### src/rtl/prog_pkt_tx.sv
// Framed byte-stream transmitter for the UART program-load protocol.
// Fetches a block of 32-bit words from a read port and emits
// SOP, CMD, LEN_LB, LEN_HB, data bytes (little-endian), checksum, EOP.
// It then optionally waits for a one-byte response from the loader.
module prog_pkt_tx #(
    parameter logic [7:0]       SOP         = 8'h23,
    parameter logic [7:0]       EOP         = 8'h0D,
    parameter logic [7:0]       ACK         = 8'h55,
    parameter bit               WAIT_ACK    = 1'b1,
    parameter int               TMO_W       = 24,
    parameter logic [TMO_W-1:0] ACK_TIMEOUT = 24'd10_000_000
) (
    input  logic        clk,
    input  logic        reset,
    input  logic        start,
    input  logic [7:0]  cmd,
    input  logic [15:0] len,
    input  logic [15:0] base_addr,
    output logic        mem_rd,
    output logic [15:0] mem_addr,
    input  logic [31:0] mem_rdata,
    output logic [7:0]  tx_data,
    output logic        tx_valid,
    input  logic        tx_ready,
    input  logic [7:0]  rx_data,
    input  logic        rx_valid,
    output logic        busy,
    output logic        done,
    output logic        ack_ok,
    output logic [7:0]  ack_byte,
    output logic        timeout
);

    typedef enum logic [3:0] {
        S_IDLE, S_SOP, S_CMD, S_LEN_LB, S_LEN_HB, S_FETCH, S_FETCH_W,
        S_DATA, S_CS, S_EOP, S_ACK_WAIT, S_DONE
    } state_t;

    // Last cycle of the response window.
    localparam logic [TMO_W-1:0] TMO_LAST = ACK_TIMEOUT - TMO_W'(1);

    state_t            state_q, state_d;
    logic [7:0]        cmd_q, cmd_d;
    logic [15:0]       len_q, len_d;
    logic [15:0]       base_q, base_d;
    logic [15:0]       word_cnt_q, word_cnt_d;
    logic [1:0]        byte_idx_q, byte_idx_d;
    logic [31:0]       word_q, word_d;
    logic [7:0]        cs_q, cs_d;
    logic [TMO_W-1:0]  tmo_q, tmo_d;
    logic              ack_ok_q, ack_ok_d;
    logic [7:0]        ack_byte_q, ack_byte_d;
    logic              timeout_q, timeout_d;

    logic              tx_valid_s;
    logic [7:0]        tx_data_s;
    logic              accept_s;

    // Byte presented to the UART, decoded purely from registered state.
    always_comb begin
        tx_valid_s = 1'b0;
        tx_data_s  = 8'h00;
        case (state_q)
            S_SOP:    begin tx_valid_s = 1'b1; tx_data_s = SOP;          end
            S_CMD:    begin tx_valid_s = 1'b1; tx_data_s = cmd_q;        end
            S_LEN_LB: begin tx_valid_s = 1'b1; tx_data_s = len_q[7:0];   end
            S_LEN_HB: begin tx_valid_s = 1'b1; tx_data_s = len_q[15:8];  end
            S_DATA:   begin tx_valid_s = 1'b1; tx_data_s = word_q[{byte_idx_q, 3'b000} +: 8]; end
            S_CS:     begin tx_valid_s = 1'b1; tx_data_s = cs_q;         end
            S_EOP:    begin tx_valid_s = 1'b1; tx_data_s = EOP;          end
            default:  begin tx_valid_s = 1'b0; tx_data_s = 8'h00;        end
        endcase
    end

    assign accept_s = tx_valid_s & tx_ready;

    // Next-state and datapath updates for the frame sequencer.
    always_comb begin
        state_d    = state_q;
        cmd_d      = cmd_q;
        len_d      = len_q;
        base_d     = base_q;
        word_cnt_d = word_cnt_q;
        byte_idx_d = byte_idx_q;
        word_d     = word_q;
        cs_d       = cs_q;
        tmo_d      = tmo_q;
        ack_ok_d   = ack_ok_q;
        ack_byte_d = ack_byte_q;
        timeout_d  = timeout_q;
        case (state_q)
            S_IDLE: begin
                if (start) begin
                    cmd_d      = cmd;
                    len_d      = len;
                    base_d     = base_addr;
                    cs_d       = 8'h00;
                    word_cnt_d = 16'h0000;
                    byte_idx_d = 2'd0;
                    ack_ok_d   = 1'b0;
                    ack_byte_d = 8'h00;
                    timeout_d  = 1'b0;
                    state_d    = S_SOP;
                end else begin
                    state_d    = S_IDLE;
                end
            end
            S_SOP:    if (accept_s) state_d = S_CMD;    else state_d = S_SOP;
            S_CMD:    if (accept_s) state_d = S_LEN_LB; else state_d = S_CMD;
            S_LEN_LB: if (accept_s) state_d = S_LEN_HB; else state_d = S_LEN_LB;
            S_LEN_HB: begin
                if (accept_s) begin
                    state_d = (len_q == 16'h0000) ? S_CS : S_FETCH;
                end else begin
                    state_d = S_LEN_HB;
                end
            end
            S_FETCH: state_d = S_FETCH_W;
            S_FETCH_W: begin
                // Read data is valid exactly one cycle after the strobe.
                word_d     = mem_rdata;
                byte_idx_d = 2'd0;
                state_d    = S_DATA;
            end
            S_DATA: begin
                if (accept_s) begin
                    cs_d       = cs_q + tx_data_s;
                    byte_idx_d = byte_idx_q + 2'd1;
                    if (byte_idx_q == 2'd3) begin
                        word_cnt_d = word_cnt_q + 16'd1;
                        state_d    = ((word_cnt_q + 16'd1) == len_q) ? S_CS : S_FETCH;
                    end else begin
                        state_d    = S_DATA;
                    end
                end else begin
                    state_d = S_DATA;
                end
            end
            S_CS: if (accept_s) state_d = S_EOP; else state_d = S_CS;
            S_EOP: begin
                if (accept_s) begin
                    tmo_d = {TMO_W{1'b0}};
                    if (WAIT_ACK) begin
                        state_d    = S_ACK_WAIT;
                    end else begin
                        ack_ok_d   = 1'b1;
                        ack_byte_d = ACK;
                        timeout_d  = 1'b0;
                        state_d    = S_DONE;
                    end
                end else begin
                    state_d = S_EOP;
                end
            end
            S_ACK_WAIT: begin
                // A byte arriving on the expiry cycle still counts as a response.
                if (rx_valid) begin
                    ack_byte_d = rx_data;
                    ack_ok_d   = (rx_data == ACK);
                    timeout_d  = 1'b0;
                    state_d    = S_DONE;
                end else if (tmo_q == TMO_LAST) begin
                    ack_byte_d = 8'h00;
                    ack_ok_d   = 1'b0;
                    timeout_d  = 1'b1;
                    state_d    = S_DONE;
                end else begin
                    tmo_d      = tmo_q + TMO_W'(1);
                    state_d    = S_ACK_WAIT;
                end
            end
            S_DONE:  state_d = S_IDLE;
            default: state_d = S_IDLE;
        endcase
    end

    // State and datapath registers with synchronous reset.
    always_ff @(posedge clk) begin
        if (reset) begin
            state_q    <= S_IDLE;
            cmd_q      <= 8'h00;
            len_q      <= 16'h0000;
            base_q     <= 16'h0000;
            word_cnt_q <= 16'h0000;
            byte_idx_q <= 2'd0;
            word_q     <= 32'h0000_0000;
            cs_q       <= 8'h00;
            tmo_q      <= {TMO_W{1'b0}};
            ack_ok_q   <= 1'b0;
            ack_byte_q <= 8'h00;
            timeout_q  <= 1'b0;
        end else begin
            state_q    <= state_d;
            cmd_q      <= cmd_d;
            len_q      <= len_d;
            base_q     <= base_d;
            word_cnt_q <= word_cnt_d;
            byte_idx_q <= byte_idx_d;
            word_q     <= word_d;
            cs_q       <= cs_d;
            tmo_q      <= tmo_d;
            ack_ok_q   <= ack_ok_d;
            ack_byte_q <= ack_byte_d;
            timeout_q  <= timeout_d;
        end
    end

    assign tx_valid = tx_valid_s;
    assign tx_data  = tx_data_s;
    assign mem_rd   = (state_q == S_FETCH);
    assign mem_addr = mem_rd ? (base_q + word_cnt_q) : 16'h0000;
    assign busy     = (state_q != S_IDLE);
    assign done     = (state_q == S_DONE);
    assign ack_ok   = ack_ok_q;
    assign ack_byte = ack_byte_q;
    assign timeout  = timeout_q;

endmodule

### config.mk
export PLATFORM = sky130hd
export DESIGN_NAME = prog_pkt_tx
export DESIGN_NICKNAME = d
export VERILOG_FILES = /design/src/rtl/prog_pkt_tx.sv
export SDC_FILE = /design/constraint.sdc
export NUM_CORES = 1
export LEC_CHECK = 0
export BUFFER_PORTS_ARGS = -buffer_cell sky130_fd_sc_hd__buf_2
export CAP_MARGIN = 20
export CORE_MARGIN = 4
export CORE_UTILIZATION = 40
export CTS_CLUSTER_SIZE = 14
export DETAILED_ROUTE_END_ITERATION = 8
export PLACE_DENSITY = 0.58
export SYNTH_ARGS = -nofsm -noshare
export SYNTH_HDL_FRONTEND = slang
export SYNTH_SLANG_ARGS = --single-unit
### constraint.sdc
create_clock -name clk -period 5.4 [get_ports clk]
set_input_delay 0.81 -clock clk [delete_from_list [all_inputs] [get_ports clk]]
set_output_delay 0.81 -clock clk [all_outputs]
set_load 0.01 [all_outputs]
==> results.yml, run 1 <==
yosys:
  syn_avg_cell_area_sq_um: 7.77
  yosysWarnings: 0
  synth_nets: 1098
  ys_async_sr_fraction_pct: 0
  synth_cells: 986
  synth-edff-count: 0
  ys_ff_latch: 136
  ys_types: 72
  ys_seq_area_share_pct: 35.6
  syn_area_sq_mm: 0.00766
  synth_ff_type: "dfxtp_1"
route:
  vias_per_cell: 5.61
  routed_wl_um: 22400
  via_count: 7391
  first_pass_iters: 5
  wl_per_cell_um: 17.0
  ant_nets: 0
  drt_iter0_drc: 451
  drc: 0
grt:
  grt_max_degree: 62
  antenna_found_initial: 0
  grt_pass1_vias: 6866
  grt_pass1_wl_um: 36000
  grt-ovfl-total: 0
  grt_use_total_pct: 20.6
layout:
  drive_gt1_share_pct: 17.0
  multi_input_area_sq_mm: 0.00463
  regArea_sq_mm: 0.00272
  syn_to_final_growth_pct: 17.4
  fillCellCount: 1938
  nets: 1182
status:
  status: "completed"
cts:
  numCtsBuffers: 17
  postCtsSetupBuffers: 0
  worstSkewPairLatency_ns: 0.43
  clockRootBuffer: "clkbuf_16"
  cts-htree-levels: 4
  path_clk_slew_ns: 0.07
  clockBufferDepth: 2
  clock-sinks: 136
  cts_tree: "built"
  ctsResizeCount: 0
  hold_buffers: 0
sta:
  fin_hold_ws_ns: 0.455
  finalCritPeriodShare_pct: 74.6
  max_slew_margin_pct: 38.4
  rsz0062_at_grt: "false"
  fin_crit_ns: 4.03
  hold_viol: 0
  fin_skew_ns: 0.0102
  setup_violations: 0
  setup_tns_ns: 0
  slew_violations: 0
  fmax_ghz: 0.248
  worstMarginPinSlew_ns: 0.922
setup_path:
  cp-end-kind: "output port"
  crit_fanout: 31
  cp.arrival_ns: 3.22
  cp-start-kind: "flop"
  crit_type: "reg2out"
  cp.required_ns: 4.59
placement:
  gp_congestion: 0.871
  hpwl_um: 16100
  port_buffers: 122
floorplan:
  initial_utilization_pct: 40.8
  die_h_um: 146
  dieArea_sq_mm: 0.0214
  num_rows: 50
  ios: 123
  die_w_um: 146
  core_sq_mm: 0.0188
power_and_ir_drop:
  ir_worst_vdd_uv: 224
  power.leakage_nw: 3.50
  p_per_area_mw_per_mm2: 277
job:
  drv_cap: 0
hold_path:
  worst_hold_path_type: "reg2reg"
[synthesized netlist by cell type (4+ instances only)]
cell,count,area share (%)
nand2_1,199,9.8
dfxtp_1,136,36
a21oi_1,121,7.9
nor2_1,91,4.5
clkbuf_1,45,2.2
xnor2_1,32,3.7
o21ai_0,30,2.0
ha_1,25,4.1
nand3_1,23,1.5
xor2_1,20,2.3
a22oi_1,18,1.8
nor3_1,14,0.92
and3_1,13,1.1
a211oi_1,12,1.2
inv_1,12,0.59
nor4_1,12,0.98
and2_1,11,0.90
buf_2,10,0.65
nand4_1,9,0.74
or3_1,9,0.74
a21o_1,8,0.78
and4_1,8,0.92
mux4_2,8,2.4
a31oi_1,7,0.57
o21a_1,7,0.69
nor2b_1,6,0.49
a32oi_1,5,0.57
mux2_2,5,0.74
o2111ai_1,5,0.57
o211ai_1,5,0.49
nand2b_1,4,0.33
nor4b_1,4,0.46
[where the power goes]
group / leakage (nW) / internal [mW] / switching, mW
Sequential: 1.10 / 1.03 / 0.0359
Clock: 0.297 / 0.742 / 0.471
Combinational: 2.10 / 0.0840 / 0.127
Total: 3.50 / 1.85 / 0.633
[final timing paths]
check             start      endpoint  slack (ns)  cells past startpoint
max          state_q[2]  mem_addr[11]        1.37                      5
min           word_q[5]     word_q[5]        0.46                      2
max reg2reg  state_q[0]       cs_q[7]        1.59                     10
min reg2reg   word_q[5]     word_q[5]        0.46                      2
[per-stage QoR]
step	std cells	setup WS, ns	area [sq um]	utilization, %	power, mW
after floorplan	986	2.28	7660	-	1.21
after global placement	1283	1.80	8320	44.3	1.29
after detailed placement	1283	1.76	8320	44.3	1.30
after CTS	1315	1.38	8930	47.6	2.51
after global routing	1317	1.15	8990	47.9	2.58
final	1318	1.37	8990	47.9	2.49
[critical path, stage by stage (launching register included)]
cell and delay (ns):
dfxtp_1 0.93, nor2b_1 0.63, nand2_1 0.52, nor3_1 0.28
a21boi_0 0.25, buf_2 0.17
[cell families after synthesis]
logic type / Yosys count / synth area share, %
and+or+nand+nor: 428 / 25.8
adders and majority gates: 27 / 4.61
muxes: 15 / 3.35
DFF: 136 / 35.6
xor gates and xnor gates: 52 / 5.95
AOI/OAI and AO/OA: 255 / 20.8
buffers and inverters: 73 / 3.95
[area by class of cell]
type                    instances  area share (%)
inverters                      12           0.501
well taps                     234            3.26
diodes                          1          0.0278
multi-input cells             777            51.5
clock inverters                14            1.92
clock buffers                  18            4.88
flip-flops and latches        136            30.3
repair buffers                126            7.60
[sequential cells by signal, summed over array words and instances, names as in the netlist]
signal,count
timeout,1
cs_q,8
word_q,32
cmd_q,8
byte_idx_q,2
len_q,16
base_q,16
word_cnt_q,16
ack_ok,1
tmo_q,24
ack_byte,8
state_q,4
[metal layers]
metal | vias up | part of all wire, % | global-route usage [%]
li1 | 3692 | - | -
met1 | 3444 | 47 | 28.2
met2 | 217 | 45 | 32.6
met3 | 38 | 5.9 | 4.19
met4 | 0 | 2.2 | 6.63
met5 | - | 0 | 0
[placed cells by master, fill, tap and decap left out, types with 4 or more instances in the layout]
cell type,n
and3_1,12
nand4_1,9
a21oi_1,121
dfxtp_1,136
o21ai_0,30
a211oi_1,12
nand2_1,199
a21o_1,8
xnor2_1,32
mux4_2,8
ha_1,25
o2111ai_1,5
mux2_2,5
nor2b_1,6
o21a_1,7
a32oi_1,5
o211ai_1,5
clkbuf_16,17
a22oi_1,18
nor4b_1,4
xor2_1,20
nand2b_1,4
nor2_1,91
and2_1,11
nor4_1,12
inv_1,12
buf_2,121
nand3_1,23
or3_1,9
a31oi_1,7
and4_1,8
nor3_1,14
(Power assumes the default switching activity.)
==> inputs of run 2 (changes only) <==
- PLACE_DENSITY: 0.58 -> 0.6
- clock period: 5.4 -> 3.4 ns (I/O delays scaled with it)
==> results.yml, run 2 (synthesized netlist as in run 1, its figures left out) <==
grt:
  grt_max_degree: 55
  grt_pass1_vias: 6884
  grt-ovfl-total: 0
  grt_use_total_pct: 20.7
  antenna_found_initial: 0
  grt_pass1_wl_um: 35900
cts:
  cts_tree: "built"
  clockRootBuffer: "clkbuf_16"
  numCtsBuffers: 17
  cts-htree-levels: 4
  postCtsSetupBuffers: 0
  clock-sinks: 136
  path_clk_slew_ns: 0.07
  worstSkewPairLatency_ns: 0.43
  clockBufferDepth: 2
sta:
  rsz0062_at_grt: "true"
  fmax_ghz: 0.307
  setup_tns_ns: 0
  max_slew_margin_pct: 46.4
  finalCritPeriodShare_pct: 95.9
  slew_violations: 0
  fin_skew_ns: 0.0133
  setup_violations: 0
  fin_crit_ns: 3.26
  hold_viol: 0
  worstMarginPinSlew_ns: 0.804
power_and_ir_drop:
  pwr-share-clk_pct: 47.9
  ir_worst_vdd_uv: 357
  p_sw_mw: 1.00
  power.leakage_nw: 3.63
  p_sw_share_pct: 25.7
  p_comb_share_pct: 9.1
  p_int_mw: 2.90
  finalPower_mw: 3.91
  p_per_area_mw_per_mm2: 426
  seq_power_share_pct: 43.1
layout:
  fillCellCount: 1896
  reg_top3: "word_q (32), tmo_q (24)"
  largest_reg_flops: 32
  regMostFlops: "word_q"
  num_antenna_cells: 0
  syn_to_final_growth_pct: 19.8
  regArea_sq_mm: 0.00273
  multi_input_area_sq_mm: 0.00464
  layout.cells.non_filler: 1346
  layout_commonest_cell: "nand2_1"
  most-common-layout-cells: "199 x nand2_1, 134 x dfxtp_1, 121 x a21oi_1, 121 x buf_2, 90 x nor2_1"
  drive_gt1_share_pct: 19.3
  nets: 1211
setup_path:
  cp_slowest_cell: "dfxtp_1"
  cp-end-kind: "flop"
  cp.required_ns: 3.75
  crit_type: "reg2reg"
  crit_path_max_incr_delay_ns: 0.61
  cp.arrival_ns: 3.61
  crit_fanout: 14
  cp-start-kind: "flop"
  crit_chain: "buf_4 -> nor3b_1 -> a22oi_1 -> nor2_1 -> a221o_1 -> ha_1 -> nand3_1 -> o211ai_1 -> o41ai_1 -> xor2_1 -> or3_1 -> a21oi_1"
placement:
  port_buffers: 122
  gp_congestion: 0.895
  dp_cells: 1313
  hpwl_um: 16700
route:
  first_pass_iters: 4
  ant_nets: 0
  wl_per_cell_um: 16.6
  routed_wl_um: 22300
  drc: 0
  drt_iter0_drc: 468
  vias_per_cell: 5.47
  via_count: 7363
floorplan:
  ios: 123
  core_sq_mm: 0.0188
  die_h_um: 146
  die_w_um: 146
  dieArea_sq_mm: 0.0214
  initial_utilization_pct: 40.8
  num_rows: 50
status:
  status: "completed"
job:
  drv_cap: 0
hold_path:
  worst_hold_path_type: "in2reg"
-- run 2: cell types whose count changed in the layout (fill, tap and decap cells not counted), sizes merged --
cell	delta
buf	+29
clkbuf	+2
clkinv	-2
bufinv	-1
clkinvlp	+1
diode	-1
-- run 2: power by group through the flow --
stage	registers (mW)	clock network (mW)	logic (mW)
CTS	1.68	1.90	0.356
floorplan	1.69	0	0.230
finish	1.68	1.87	0.354
detailed placement	1.72	0	0.354
global route	1.68	1.98	0.399
global placement	1.72	0	0.352
-- run 2: worst max-delay path, delay by kind of cell (launching register included) --
kind	cells	cell delay (ns)
fa+ha+maj	1	0.38
buf+inv	1	0.29
xor+xnor	1	0.16
flops	1	0.61
compound gates	5	1.15
simple gates	4	0.60
-- run 2: cell type report --
cell class | count | area share, %
Multi-Input combinational cell | 777 | 50.5
Sequential cell | 136 | 29.7
Timing Repair Buffer | 155 | 9.60
Clock buffer | 20 | 4.98
Tap cell | 234 | 3.19
Clock inverter | 12 | 1.53
Inverter | 12 | 0.491
-- run 2: routing by layer --
metal  global-route usage, %  share of wire (%)  vias up
li1                        -                  -     3742
met1                    27.1                 46     3400
met2                    33.7                 47      180
met3                    4.10                4.5       41
met4                    8.04                2.9        0
met5                       0                  0        -
-- run 2: per-stage QoR --
step / util [%] / area [sq um] / setup WS [ns] / hold slack, ns
2_1_floorplan: - / 7660 / 0.277 / 0.433
3_3_place_gp: 45.5 / 8550 / 0.373 / 0.444
3_5_place_dp: 45.5 / 8550 / 0.296 / 0.452
4_1_cts: 48.7 / 9140 / 0.108 / 0.299
5_1_grt: 48.9 / 9180 / -0.0164 / 0.300
6_report: 48.9 / 9180 / 0.140 / 0.308
-- run 2: final timing paths --
| check | from | endpoint | slack, ns | cells past startpoint |
|---|---|---|---|---|
| worst min register to register | word_q[26] | word_q[26] | 0.45 | 2 |
| worst max register to register | state_q[0] | cs_q[7] | 0.14 | 12 |
| worst max-delay path | state_q[0] | cs_q[7] | 0.14 | 12 |
| worst min-delay path | mem_rdata[3] | word_q[3] | 0.31 | 3 |
-- run 2: what timing repair did --
action,4_1_cts,5_1_grt
hold buffers,0,0
endpoints found under the setup margin,0,4
resized for setup,0,3
==> inputs of run 3 (changes only) <==
- CELL_PAD_IN_SITES_DETAIL_PLACEMENT: not set -> 2
- CELL_PAD_IN_SITES_GLOBAL_PLACEMENT: not set -> 2
- CORE_UTILIZATION: 40 -> 36
- PLACE_DENSITY: 0.6 -> 0.84
- clock period: 3.4 -> 3.8 ns (I/O delays scaled with it)
==> results.yml, run 3 (synthesized netlist as in run 1, its figures left out) <==
grt:
  antenna_found_initial: 0
  grt_pass1_wl_um: 46400
  grt_use_total_pct: 24.4
  grt_max_degree: 61
  grt_pass1_vias: 8473
  grt-ovfl-total: 0
sta:
  fin_ws_ns: 0.298
  worstMarginPinSlew_ns: 0.981
  slew_violations: 0
  max_slew_margin_pct: 34.6
  fin_skew_ns: 0.0109
  hold_viol: 0
  rsz0062_at_grt: "false"
  setup_violations: 0
  finalCritPeriodShare_pct: 92.2
  fmax_ghz: 0.286
  fin_crit_ns: 3.50
  setup_tns_ns: 0
  fin_hold_ws_ns: 0.372
cts:
  hold_buffers: 0
  postCtsSetupBuffers: 0
  clock-sinks: 136
  ctsResizeCount: 0
  clockRootBuffer: "clkbuf_16"
  worstSkewPairLatency_ns: 0.43
  cts_tree: "built"
  clockBufferDepth: 2
  cts-htree-levels: 4
  numCtsBuffers: 17
  path_clk_slew_ns: 0.06
setup_path:
  cp-start-kind: "flop"
  cp.arrival_ns: 3.86
  reg2regPathDepth: 13
  crit_fanout: 10
  crit_path_max_incr_delay_ns: 0.55
  crit_chain: "buf_4 -> nor2b_1 -> a21oi_1 -> nor2_1 -> a31oi_1 -> o221ai_1 -> ha_1 -> a21oi_1 -> o211ai_1 -> o41ai_2 -> xor2_1 -> or3_1 -> a21oi_1"
  path_depth: 13
  cp_slowest_cell: "dfxtp_1"
  cp.required_ns: 4.16
  crit_type: "reg2reg"
  path_common_cell: "a21oi_1"
  cp-end-kind: "flop"
  cp.buffers_inverters: 1
  path_delay_family: "compound AO/OA/AOI/OAI gates"
floorplan:
  core_sq_mm: 0.0210
  die_h_um: 154
  die_w_um: 154
  num_rows: 53
  dieArea_sq_mm: 0.0237
  ios: 123
  initial_utilization_pct: 36.5
layout:
  drive_gt1_share_pct: 18.5
  regMostFlops: "word_q"
  largest_reg_flops: 32
  most-common-layout-cells: "199 x nand2_1, 134 x dfxtp_1, 121 x a21oi_1, 121 x buf_2, 90 x nor2_1"
  regArea_sq_mm: 0.00273
  num_antenna_cells: 0
  fin_util_pct: 43.7
  nets: 1199
  syn_to_final_growth_pct: 19.6
  reg_top3: "word_q (32), tmo_q (24)"
  layout_commonest_cell: "nand2_1"
  fillCellCount: 2445
  multi_input_area_sq_mm: 0.00465
power_and_ir_drop:
  p_int_mw: 2.58
  pwr-share-clk_pct: 48.0
  power.leakage_nw: 3.59
  p_per_area_mw_per_mm2: 387
  finalPower_mw: 3.54
  p_sw_share_pct: 27.2
  p_sw_uw: 965
  p_comb_share_pct: 9.5
  ir_worst_vdd_uv: 294
  seq_power_share_pct: 42.5
route:
  routed_wl_um: 29600
  drt_iter0_drc: 342
  via_count: 7820
  drc: 0
  wl_per_cell_um: 21.5
  vias_per_cell: 5.69
  first_pass_iters: 4
  ant_nets: 0
placement:
  place_ws_ns: 0.289
  hpwl_um: 20700
  port_buffers: 122
  gp_congestion: 0.863
hold_path:
  whs_path_depth: 3
  worst_hold_path_type: "in2reg"
status:
  status: "completed"
job:
  drv_cap: 0
==> run 3: changes by cell type in the layout (fill, tap and decap cells not counted), sizes merged <==
cell,change
clkinvlp,-2
clkinv,+2
buf,-12
==> run 3: area by class of cell <==
cell class | count | area share (%)
clock inverters | 12 | 1.56
repair buffers | 143 | 8.85
well taps | 275 | 3.76
flip-flops and latches | 136 | 29.7
multi-input cells | 777 | 50.7
clock buffers | 20 | 4.88
inverters | 12 | 0.492
==> run 3: worst paths after layout <==
| check | startpoint | slack (ns) | end |
|---|---|---|---|
| setup / recovery | state_q[0] | 0.30 | cs_q[7] |
| hold / removal | mem_rdata[22] | 0.37 | word_q[22] |
| setup reg to reg | state_q[0] | 0.30 | cs_q[7] |
| hold reg to reg | ack_byte[6] | 0.46 | ack_byte[6] |
==> run 3: metal layers <==
layer | share of wire, % | up-vias | track usage, %
li1 | - | 3709 | -
met1 | 44 | 3895 | 30.6
met2 | 50 | 174 | 42.8
met3 | 3.8 | 42 | 3.83
met4 | 2.3 | 0 | 7.91
met5 | 0 | - | 0
==> run 3: tightest hold or removal path, stage by stage <==
cell,delay (ns)
buf_2,0.09
nand2_1,0.05
a21oi_1,0.05
==> run 3: stage by stage <==
| stage | cells | area, sq um |
|---|---|---|
| floorplan | 986 | 7660 |
| global placement | 1341 | 8500 |
| detailed placement | 1341 | 8500 |
| CTS | 1373 | 9090 |
| global route | 1375 | 9160 |
| finish | 1375 | 9160 |
==> run 3: power by group through the flow <==
stage | clock network, mW | registers, mW | logic, mW
floorplan | 0 | 1.51 | 0.206
finish | 1.70 | 1.51 | 0.335
CTS | 1.72 | 1.51 | 0.339
global placement | 0 | 1.54 | 0.317
detailed placement | 0 | 1.54 | 0.328
global route | 1.79 | 1.51 | 0.375
